## src/rtl/fc_layer_seq_pkg.sv

```systemverilog
// Shared definitions for the fully-connected layer sequencer: state encoding,
// default widths and the MNIST layer shape.
package fc_layer_seq_pkg;

   localparam int DEF_MAC_LAT = 2;
   localparam int DEF_LEN_W   = 10;
   localparam int DEF_GRP_W   = 6;
   localparam int DEF_WADDR_W = 16;

   localparam int MNIST_IN  = 784;
   localparam int MNIST_OUT = 10;

   typedef enum logic [2:0] {
      S_IDLE,
      S_CLEAR,
      S_MAC,
      S_DRAIN,
      S_BIAS,
      S_WRITE,
      S_DONE,
      S_ERR
   } state_e;

   // Number of 4-lane groups needed to cover a given neuron count.
   function automatic int grp_count(input int neurons);
      return (neurons + 3) / 4;
   endfunction

endpackage

```

## src/rtl/fc_layer_seq.sv

```systemverilog
// Sequences one fully-connected layer, four neurons at a time, over the shared
// MAC array and the bias/ReLU stage.
//
// state | meaning
// IDLE  | waiting for start, bias stage held cleared
// CLEAR | zero accumulators, fetch bias word for group g
// MAC   | stream in_len input/weight pairs
// DRAIN | let the MAC pipeline settle (MAC_LAT+1 cycles)
// BIAS  | load result plus bias into the bias stage
// WRITE | store packed result word for group g
// DONE  | one-cycle completion pulse
// ERR   | illegal configuration, completion pulse with err
module fc_layer_seq
   import fc_layer_seq_pkg::*;
#(
   parameter int MAC_LAT = DEF_MAC_LAT,
   parameter int LEN_W   = DEF_LEN_W,
   parameter int GRP_W   = DEF_GRP_W,
   parameter int WADDR_W = DEF_WADDR_W
) (
   input  logic               clk,
   input  logic               rst,
   input  logic               start,
   input  logic [LEN_W-1:0]   in_len,
   input  logic [GRP_W:0]     n_grp,
   input  logic               relu_cfg,
   output logic               busy,
   output logic               done,
   output logic               err,
   output logic               in_rd_en,
   output logic [LEN_W-1:0]   in_addr,
   output logic               w_rd_en,
   output logic [WADDR_W-1:0] w_addr,
   output logic               bias_rd_en,
   output logic [GRP_W-1:0]   bias_addr,
   output logic               mac_clr,
   output logic               mac_en,
   output logic               ba_en,
   output logic               ba_add,
   output logic               ba_relu,
   output logic               out_wr_en,
   output logic [GRP_W-1:0]   out_addr
);

   localparam int TMR_W = $clog2(MAC_LAT + 1) + 1;

   state_e             state_q, state_d;
   logic [LEN_W-1:0]   k_q, k_d;
   logic [LEN_W-1:0]   len_q, len_d;
   logic [GRP_W-1:0]   g_q, g_d;
   logic [GRP_W:0]     ngrp_q, ngrp_d;
   logic               relu_q, relu_d;
   logic [WADDR_W-1:0] w_addr_q, w_addr_d;
   logic [TMR_W-1:0]   tmr_q, tmr_d;
   logic               mac_en_q;

   always_comb begin
      state_d    = state_q;
      k_d        = k_q;
      len_d      = len_q;
      g_d        = g_q;
      ngrp_d     = ngrp_q;
      relu_d     = relu_q;
      w_addr_d   = w_addr_q;
      tmr_d      = tmr_q;
      done       = 1'b0;
      err        = 1'b0;
      in_rd_en   = 1'b0;
      in_addr    = '0;
      w_rd_en    = 1'b0;
      w_addr     = '0;
      bias_rd_en = 1'b0;
      bias_addr  = '0;
      mac_clr    = 1'b0;
      ba_en      = 1'b0;
      ba_add     = 1'b0;
      ba_relu    = 1'b0;
      out_wr_en  = 1'b0;
      out_addr   = '0;

      case (state_q)
         S_IDLE: begin
            if (start) begin
               if (in_len == '0 || n_grp == '0) begin
                  state_d = S_ERR;
               end else begin
                  len_d    = in_len;
                  ngrp_d   = n_grp;
                  relu_d   = relu_cfg;
                  g_d      = '0;
                  k_d      = '0;
                  w_addr_d = '0;
                  state_d  = S_CLEAR;
               end
            end
         end
         S_CLEAR: begin
            mac_clr    = 1'b1;
            bias_rd_en = 1'b1;
            bias_addr  = g_q;
            ba_relu    = relu_q;
            k_d        = '0;
            state_d    = S_MAC;
         end
         S_MAC: begin
            in_rd_en = 1'b1;
            w_rd_en  = 1'b1;
            in_addr  = k_q;
            w_addr   = w_addr_q;
            ba_relu  = relu_q;
            // weight address runs on across groups: rows are stored back to back
            w_addr_d = w_addr_q + WADDR_W'(1);
            k_d      = k_q + LEN_W'(1);
            if (k_q == len_q - LEN_W'(1)) begin
               tmr_d   = TMR_W'(MAC_LAT);
               state_d = S_DRAIN;
            end
         end
         S_DRAIN: begin
            ba_relu = relu_q;
            if (tmr_q == '0) begin
               state_d = S_BIAS;
            end else begin
               tmr_d = tmr_q - TMR_W'(1);
            end
         end
         S_BIAS: begin
            ba_en   = 1'b1;
            ba_add  = 1'b1;
            ba_relu = relu_q;
            state_d = S_WRITE;
         end
         S_WRITE: begin
            ba_en     = 1'b1;
            ba_relu   = relu_q;
            out_wr_en = 1'b1;
            out_addr  = g_q;
            if ({1'b0, g_q} == ngrp_q - (GRP_W + 1)'(1)) begin
               state_d = S_DONE;
            end else begin
               g_d     = g_q + GRP_W'(1);
               state_d = S_CLEAR;
            end
         end
         S_DONE: begin
            done    = 1'b1;
            state_d = S_IDLE;
         end
         S_ERR: begin
            done    = 1'b1;
            err     = 1'b1;
            state_d = S_IDLE;
         end
         default: state_d = S_IDLE;
      endcase
   end

   assign busy   = (state_q != S_IDLE);
   assign mac_en = mac_en_q;

   always_ff @(posedge clk) begin
      if (rst) begin
         state_q  <= S_IDLE;
         k_q      <= '0;
         len_q    <= '0;
         g_q      <= '0;
         ngrp_q   <= '0;
         relu_q   <= 1'b0;
         w_addr_q <= '0;
         tmr_q    <= '0;
         mac_en_q <= 1'b0;
      end else begin
         state_q  <= state_d;
         k_q      <= k_d;
         len_q    <= len_d;
         g_q      <= g_d;
         ngrp_q   <= ngrp_d;
         relu_q   <= relu_d;
         w_addr_q <= w_addr_d;
         tmr_q    <= tmr_d;
         // operands arrive one cycle after the buffer read strobe
         mac_en_q <= in_rd_en;
      end
   end

endmodule
```

## config.mk

```make
export PLATFORM = sky130hd
export DESIGN_NAME = fc_layer_seq
export DESIGN_NICKNAME = d
export VERILOG_FILES = /design/src/rtl/fc_layer_seq_pkg.sv /design/src/rtl/fc_layer_seq.sv
export SDC_FILE = /design/constraint.sdc
export NUM_CORES = 1
export LEC_CHECK = 0
export ABC_AREA = 1
export CORE_ASPECT_RATIO = 1.5
export CORE_MARGIN = 3
export CORE_UTILIZATION = 55
export DETAILED_ROUTE_END_ITERATION = 8
export PLACE_DENSITY = 0.84
export SETUP_SLACK_MARGIN = 0.3
export SYNTH_ARGS = -nofsm -noshare
export SYNTH_HDL_FRONTEND = slang
export SYNTH_SLANG_ARGS = --single-unit
```

## constraint.sdc

```tcl
create_clock -name clk -period 3.8 [get_ports clk]
set_input_delay 0.76 -clock clk [delete_from_list [all_inputs] [get_ports clk]]
set_output_delay 0.76 -clock clk [all_outputs]
set_load 0.01 [all_outputs]
```

==> impl_summary.md <==
STA
The peak clock frequency supported by timing is 336 MHz. The time the final worst path needs with I/O delays and setup is 2.98 ns. The normalized max-slew margin is 0.541.

Setup repair after global routing left no endpoint under its margin. The final count of pins violating max slew came to 0. The count of final hold-check violations is 0.

Setup violations remaining at the end of the flow were counted as 0. The clock tree skew after final layout is a little over 0.009 ns. The share of the cycle needed by the critical path after routing is 0.784. The actual transition at the worst max-transition pin is 0.687 ns.

The setup TNS after final layout is 0 ns.

Outcome
The flow ran to the end, and the final reports show no timing, DRC or antenna violations.

Drt
The first routing iteration left 343 violations. In the routed design, unresolved DRC markers number 0. The detailed-routing iteration count for the pre-antenna-repair pass is 5. The final routed wirelength across all metal layers is ~9900 um.

The mean routed wirelength per cell is 13.7 um. Detailed routing inserted a total of just over 4000 vias. In this run the remaining antenna-violating nets after routing total 0. Using the TritonRoute via totals, the vias-per-cell ratio works out to around 5.6.

CTS
The TritonCTS clock tree is yes. After clock tree synthesis, the clock-pin slew on the worst setup and hold paths is roughly 0.070 ns. The tree is rooted in a sky130_fd_sc_hd__clkbuf_8.

The post-CTS setup buffer count is 0. Counting the buffers created by CTS gives 9. The count of cells resized by post-cts repair is 0.

The clock network latency to the later pin of the worst-skew pair is 0.34 ns. For this design, the sink count on the clock tree is 57. The worst-case clock buffer depth is 2. The number of hold buffers added after cts is 0. CTS built an H-tree with a depth of 3.

Global route
The global-route wire length before repair is around 17000 um. The number of antenna violations at the first check in global routing came to 0. The number of global-route vias before repair came to 3908. The global-route total usage across every layer is 0.267. The total congestion overflow is 0.

The largest net degree at the start of global routing is 44.

Synthesis
The synthesized netlist contains 32 unique library cells. The most frequently used cell type in the post-synthesis netlist is sky130_fd_sc_hd__nand2_1. In this run the mean area of a mapped cell was 6.31 sq um. Of the synthesized area, sequential elements account for 0.310. Yosys mapped a number of flops with a built-in enable equal to 0. In the post-synthesis netlist, the biggest area contributors are sky130_fd_sc_hd__dfxtp_1, sky130_fd_sc_hd__nand2_1, sky130_fd_sc_hd__nand3_1, sky130_fd_sc_hd__inv_1, sky130_fd_sc_hd__nor2_1. The number of warnings reported in the yosys synthesis log is 0. Counting every instance in the synthesized netlist gives 583. Of all cell types, the one taking the most synthesized area is sky130_fd_sc_hd__dfxtp_1. The area share of the largest cell type after synthesis is 0.310. The fraction of synthesis flops using an asynchronous set or reset pin is 0.

The dominant synthesized flop cell is sky130_fd_sc_hd__dfxtp_1. The commonest cells after synthesis are sky130_fd_sc_hd__nand2_1, sky130_fd_sc_hd__nand3_1, sky130_fd_sc_hd__inv_1, sky130_fd_sc_hd__nor2_1, sky130_fd_sc_hd__dfxtp_1. The number of nets in the synthesized netlist is 611. After synthesis the cells add up to 0.00368 sq mm.

The number of synthesized register bits is 57.

Finish
In the final design database the tool counted 676 nets. From synthesis to final layout, the design area changed by 25.4%. The finished cells cover 0.00461 sq mm. In the final layout, the share of cells above drive strength 1 is 0.0689. Fill cells in the final layout number 568. 0 antenna diodes ended up in the layout.

Pwr
Across the VDD grid, the largest voltage drop is roughly 0.43 mV. In this run the power density over the cells is 543 mW/mm^2. Summed over all cells, the static leakage comes to 1.78 nW.

Critical path
STA puts the critical path data required time at about 3 ns. The arrival time of data at the critical path endpoint is 2.22 ns. The slowest stage of the critical path is the sky130_fd_sc_hd__clkdlybuf4s50_1 cell. The largest single stage delay on the critical path is roughly 0.57 ns. The critical path launch point type is a register.

Of all nets on the critical path, the largest fanout is 43. The signal on the critical path passes through inv_1 -> nor3_2 -> inv_2 -> nor2_1 -> clkdlybuf4s50_1. In this run the critical register-to-register path is launched from state_q[1]. The worst register-to-register path ends at ngrp_q[3]. The setup slack of the most critical reg-to-reg path is 1.73 ns.

The count of cells along the worst register-to-register path is 7. STA classifies the critical path endpoint as an output pin. The critical path class is reg -> out.

Placement
The count of buffers inserted at the top-level ports is 70. The half-perimeter wire length after detailed placement is 7260 um. The cell area reported after detailed placement is 0.00438 sq mm. The routability congestion estimate from global placement is 0.946.

Floorplanning
Measured along the y axis, the die boundary spans 106 um. The die covers 0.00772 sq mm. From left edge to right edge, the die measures 72.8 um. The starting utilization of the core area is 0.583.

The core region is approximately 0.0063 sq mm. The total number of placement rows is 35. 71 I/O pins were placed.

Hold path
The source of the worst hold timing path is tmr_q[1]. The hold-critical path endpoint is tmr_q[1]. Along the worst hold path, the cell count comes to 2. The classification of the worst-slack hold path is reg -> reg.

Flow run
Max-cap violations in this run came to 0.
final cells by class:
cell class | count | area (sq um) | share of cell area
Multi-Input combinational cell | 428 | 2130 | 0.462
Sequential cell | 57 | 1140 | 0.247
Timing Repair Buffer | 73 | 723 | 0.157
Inverter | 79 | 297 | 0.0643
Clock buffer | 11 | 151 | 0.0328
Tap cell | 74 | 92.6 | 0.0201
Clock inverter | 5 | 77.6 | 0.0168
report_power, final:
group          switching (mW)  total [mW]  internal (mW)
combinational           0.698        1.07          0.371
clock                   0.250       0.652          0.402
sequential             0.0933       0.781          0.687
cells in the final DEF (no fill, tap or decap), drive strengths merged:
cell type / netlist / routed
inv: 79 / 79
clkinvlp: 0 / 1
o21ai: 27 / 27
nor3: 17 / 17
nor4: 8 / 8
dfxtp: 57 / 57
nand3: 81 / 81
a21oi: 52 / 52
buf: 11 / 3
nand3b: 1 / 1
xnor2: 5 / 5
bufinv: 0 / 2
xor2: 9 / 9
clkinv: 0 / 2
nor2: 81 / 81
or2: 6 / 6
nand2: 122 / 122
clkbuf: 8 / 11
clkdlybuf4s50: 0 / 70
ha: 7 / 7
nand4: 12 / 12
flip-flops by register name, indices dropped and copies added, names as in the netlist:
register  cells
len_q        10
ngrp_q        7
k_q          10
mac_en        1
relu_q        1
tmr_q         3
w_addr_q     16
g_q           6
state_q       3
through the flow:
step / util / worst slack, ns / hold WS, ns / total power [mW] / cells
2_1_floorplan: - / 1.68 / 0.430 / 1.60 / 583
6_report: 0.731 / 0.821 / 0.467 / 2.50 / 727
3_3_place_gp: 0.695 / 0.988 / 0.451 / 1.82 / 711
5_1_grt: 0.731 / 0.604 / 0.499 / 2.68 / 727
3_5_place_dp: 0.695 / 0.939 / 0.459 / 1.84 / 711
4_1_cts: 0.731 / 0.799 / 0.469 / 2.49 / 727
layer usage:
layer / part of all wire / global-route usage
met4: 0.025 / 0.135
met5: 0 / 0
met3: 0.050 / 0.0539
met2: 0.52 / 0.464
met1: 0.41 / 0.299
worst max path at each step:
stage                       endpoint  startpoint  cells past startpoint  slack (ns)
after floorplan           in_addr[0]  state_q[1]                      6        1.68
after global placement      len_q[7]   in_len[5]                      9        0.99
after detailed placement   ngrp_q[4]   in_len[6]                      9        0.94
after CTS                  w_addr[0]  state_q[1]                      5        0.80
after global routing       w_addr[0]  state_q[1]                      5        0.60
final                      w_addr[0]  state_q[1]                      5        0.82
critical path: cells and delay by family (launching register included):
family	cells	cell delay (ns)
buffers and inverters	3	0.96
DFF	1	0.49
and+or+nand+nor	2	0.43
kinds of logic after synthesis:
kind of cell    after synthesis  share of synthesized area
xor+xnor                     14                     0.0333
flops                        57                      0.310
simple gates                328                      0.413
buf+inv                      98                      0.112
compound gates               79                      0.108
fa+ha+maj                     7                     0.0238
No activity file was read; power rests on OpenSTA's default activity.
